### src/rtl/demux_rr_sched.sv
// Round-robin 1-to-4 demux: latches one upstream beat and offers it to the next enabled channel.
// Optional per-channel delivered-beat counters are compiled in with DEMUX_SCHED_CNT_EN.
module demux_rr_sched #(
  parameter int unsigned DATA_W = 8
) (
  input  logic              clk,
  input  logic              rst_n,
  input  logic              in_valid,
  output logic              in_ready,
  input  logic [DATA_W-1:0] in_data,
  input  logic [3:0]        chan_en,
  output logic [3:0]        out_valid,
  input  logic [3:0]        out_ready,
  output logic [DATA_W-1:0] out_data,
  output logic [1:0]        cur_sel,
  output logic              busy,
  output logic [31:0]       beat_cnt
);

  localparam logic [0:0] ST_IDLE = 1'b0;
  localparam logic [0:0] ST_HOLD = 1'b1;

  logic [0:0]        r_state;
  logic [1:0]        r_ptr;
  logic [1:0]        r_sel;
  logic [DATA_W-1:0] r_data;

  logic       w_deliver;
  logic       w_ready;
  logic       w_accept;
  logic [1:0] w_base;
  logic [1:0] w_pick;

  // First enabled channel at or after base, searching cyclically; later offsets are
  // overwritten by nearer ones, so the closest match wins.
  function automatic logic [1:0] f_pick(input logic [1:0] base, input logic [3:0] en);
    logic [1:0] idx;
    f_pick = base;
    for (int k = 3; k >= 0; k--) begin
      idx = base + 2'(k);
      if (en[idx]) f_pick = idx;
    end
  endfunction

  always_comb begin
    w_deliver = (r_state == ST_HOLD) && out_ready[r_sel];
    w_ready   = (|chan_en) && ((r_state == ST_IDLE) || w_deliver);
    w_accept  = in_valid && w_ready;
    w_base    = (r_state == ST_HOLD) ? (r_sel + 2'd1) : r_ptr;
    w_pick    = f_pick(w_base, chan_en);
  end

  always_ff @(posedge clk or negedge rst_n) begin
    if (!rst_n) begin
      r_state <= ST_IDLE;
      r_ptr   <= 2'd0;
      r_sel   <= 2'd0;
      r_data  <= '0;
    end else begin
      if (w_deliver) r_ptr <= r_sel + 2'd1;
      if (w_accept) begin
        r_data  <= in_data;
        r_sel   <= w_pick;
        r_state <= ST_HOLD;
      end else if (w_deliver) begin
        r_state <= ST_IDLE;
      end
    end
  end

  assign in_ready  = w_ready;
  assign out_valid = (r_state == ST_HOLD) ? (4'b0001 << r_sel) : 4'b0000;
  assign out_data  = r_data;
  assign cur_sel   = r_sel;
  assign busy      = (r_state == ST_HOLD);

`ifdef DEMUX_SCHED_CNT_EN
  logic [7:0] r_cnt [4];

  always_ff @(posedge clk or negedge rst_n) begin
    if (!rst_n) begin
      for (int i = 0; i < 4; i++) r_cnt[i] <= 8'd0;
    end else if (w_deliver) begin
      r_cnt[r_sel] <= r_cnt[r_sel] + 8'd1;
    end
  end

  assign beat_cnt = {r_cnt[3], r_cnt[2], r_cnt[1], r_cnt[0]};
`else
  assign beat_cnt = 32'd0;
`endif

endmodule

### config.mk
export PLATFORM = sky130hd
export DESIGN_NAME = demux_rr_sched
export DESIGN_NICKNAME = d
export VERILOG_FILES = /design/src/rtl/demux_rr_sched.sv
export SDC_FILE = /design/constraint.sdc
export NUM_CORES = 1
export LEC_CHECK = 0
export ABC_AREA = 1
export CAP_MARGIN = 20
export CORE_ASPECT_RATIO = 0.9
export CORE_MARGIN = 2
export CORE_UTILIZATION = 34
export CTS_CLUSTER_SIZE = 10
export DETAILED_ROUTE_END_ITERATION = 6
export PLACE_DENSITY = 0.76
export SLEW_MARGIN = 20
export SYNTH_ARGS = -nofsm -noshare
export SYNTH_HDL_FRONTEND = slang
export SYNTH_SLANG_ARGS = --single-unit
### constraint.sdc
create_clock -name clk -period 1.9 [get_ports clk]
set_clock_uncertainty 0.2 [all_clocks]
set_input_delay 0.38 -clock clk [delete_from_list [all_inputs] [get_ports clk]]
set_output_delay 0.38 -clock clk [all_outputs]
set_load 0.01 [all_outputs]
==> results.md <==
* Vias in the first global route at 966
* Worst-path clk slew at 0.06 ns
* Status: finished with violations
* Hold-fix buffers at CTS at 0
* CTS tree: yes
* Share of layout cells above drive strength 1 at around a quarter
* Initial antenna violation count at 0
* Synth top area cells: dfrtp_1 (28%), nand2_1 (22%), buf_4 (21%)
* Fillers at approximately 350
* CTS Buf Count at 3
* Multi-input logic area at roughly 670 sq um
* Clock network power share at ~8.7%
* Synth cell types at 19
* GRT Total Usage at between 10% and 20%
* DR WL/cell at about 9 microns
* Router iterations before antenna repair at 4
* Final #Nets at between 200 and 300
* Vias per cell at 4.02
* RSZ-0062 raised after global routing: yes
* CTS Root Cell: clkbuf_8
* Max Clock Freq at 504 MHz
* Internal power at between 1 and 1.5 mW
* Worst VDD drop at around 0.00076 V
* FF-to-FF Start: cur_sel[0]
* Final HPWL DP at 1970 microns
* Crit path capture type: output port
* Setup violations, final at 4
* Slew Viols, Final at 0
* Top cell type's share of synthesized area at roughly 28%
* Worst setup margin at -0.0823 ns
* Setup WS pre-CTS at -0.520 ns
* DRC viols at 0
* Post-synthesis sequential area ratio at between 20% and 30%
* Top delay family on crit path: flip-flops
* Starting Density at a little over a third
* Critical Path Source: cur_sel[0]
* Mapped Cells at 172
* Hold Path Class: in2async
* Final Hold Fails at 0
* Global route overflow at 0
* Floorplan row count at 20
* Vias at roughly 1.1k
* Seq cells post-synth at 13
* Buffers plus inverters on the worst setup path at 4
* Biggest area consumer among synthesized cells: dfrtp_1
* Failing checks: setup timing
* Die area at between 0.003 and 0.004 sq mm
* Sequential Area at roughly 330 sq um
* Clk sinks at 13
* Ports at 67
* CP cell instances: inv_2 -> buf_4 -> nor2_2 -> o22a_1 -> nand2_2 -> nand2_1 -> inv_1 -> buf_2
* Largest net degree at the start of global routing at 14
* DRT iter0 DRCs at 18
* Ant diodes at 0
* Critical path type: reg2out
* Die width at between 60 and 70 microns
* Switch Pwr at 1.34 mW
* CP max stage cell: dfrtp_2
* Final Util at 49.4%
* Worst-Skew Late Latency at about 0.24 ns
* Port Buffers at 34
* Longest Clk Path Bufs at 2
* Maxcap violations at 0
* Required @ worst endpoint at roughly 1.3 ns
* Sequential power share at between 10% and 20%
* Part of the cycle the worst path needs at 104%
* Combinational share of power at 72.5%
* Critical path arrival at around 1.4 ns
* Crit path launch type: flip-flop
* Final ANT Viol Nets at 0
* Lkg Pwr at approximately 0.95 nW
* H-Tree Depth at 1
* Non-Filler Instances at between 200 and 300
* Tot Pwr at about 2.8 mW
* Syn. warnings at 0
* Synth Area per Inst at 6.78 sq um
* Cell area after synthesis at ~0.0012 sq mm
* Power per Cell Area at between 1500 and 2000 mW/mm^2
* CP peak stage delay at about 0.44 ns
* Placed Cells incl. Taps at ~260
* Critical Path Fanout Max at 5
* Switching share of power at 47.2%
* RePlAce Congestion at approximately 0.86
* Die H at around 60 microns
* Final WL at 2450 microns
* Core footprint at approximately 0.0033 sq mm
* Area grow syn2layout at 41.1%
* Final Critical Period at slightly below 2 ns
* Global-route wire length before repair at between 3000 and 4000 microns
cell families after synthesis:
logic type	after synthesis	synth area share [%]
simple gates	95	35.6
buf+inv	54	29.4
flops	13	27.9
compound gates	5	2.47
fa+ha+maj	4	4.29
other cells	1	0.322
path summary, 6_finish.rpt:
path                               endpoint  slack, ns  cells after the start
worst max register to register   cur_sel[0]      -0.04                     16
worst max-delay path               in_ready      -0.08                      8
max in group asynchronous              busy       1.09                      2
min in group clk                out_data[7]       0.28                      2
worst min register to register  out_data[7]       0.28                      2
worst min-delay path            out_data[7]       0.23                      2
what timing repair did:
item | CTS | global route
gates resized for setup | 29 | 15
pin swaps | 7 | 14
setup endpoints to repair | 8 | 6
setup buffers | 3 | 1
stage by stage:
step	hold slack [ns]	instance area, sq um	TNS, ns
floorplan	-0.116	1280	0
global placement	0.264	1530	-1.41
detailed placement	0.268	1530	-1.88
CTS	0.237	1600	-0.0907
global route	0.263	1650	-0.490
finish	0.234	1650	-0.138
power by group through the flow:
stage                     Combinational (mW)  Clock, mW  Sequential [mW]
after floorplan                         1.13          0            0.572
after global placement                  1.76          0            0.528
after detailed placement                1.81          0            0.529
after CTS                               1.91      0.254            0.534
after global routing                    2.29      0.264            0.557
final                                   2.05      0.247            0.531
cell type report:
class	instances	area share, %
Multi-Input combinational cell	136	40.8
Inverter	20	4.87
Clock buffer	4	2.74
Timing Repair Buffer	53	28.3
Tap cell	44	3.35
Sequential cell	13	19.9
per-layer routing:
metal | vias to the layer above | global-route usage [%] | routed length (microns)
li1 | 560 | - | -
met1 | 480 | 14.2 | 962
met2 | 43 | 25.0 | 1300
met3 | 2 | 4.18 | 180
met4 | 0 | 2.68 | 9
met5 | - | 0 | 0
cell usage in the layout (no fill, tap or decap):
cell             count
and2_1               1
buf_2                4
buf_4               18
buf_6                1
clkbuf_1             1
clkbuf_8             3
clkdlybuf4s15_2      1
clkdlybuf4s50_1     24
conb_1              32
dfrtp_1             11
dfrtp_2              2
dlygate4sd2_1        4
dlymetal6s2s_1       1
ha_1                 3
ha_4                 1
inv_1               15
inv_2                4
inv_6                1
nand2_1             56
nand2_2             16
nand2_4              4
nand3_1             11
nand3_2              2
nand4_1              1
nor2_1               3
nor2_2               1
o21ai_0              2
o21ai_1              2
o22a_1               1
Yosys cell counts (all sizes together):
cell type,instances
nand2,76
buf,34
inv,20
dfrtp,13
nand3,13
ha,4
nor2,4
o21ai,4
and2,1
conb,1
nand4,1
o22a,1
sequential cells by signal, indices dropped and copies added (netlist names):
signal    count
busy          1
r_ptr         2
cur_sel       2
out_data      8
worst register-to-register path, delay by kind of cell, from the launching register on:
family | cells | cell delay [ns]
AND/OR/NAND/NOR | 12 | 0.73
flip-flops | 1 | 0.41
adder cells (fa/ha/maj) | 1 | 0.27
buffers and inverters | 3 | 0.22
No activity file was read; power rests on OpenSTA's default activity.
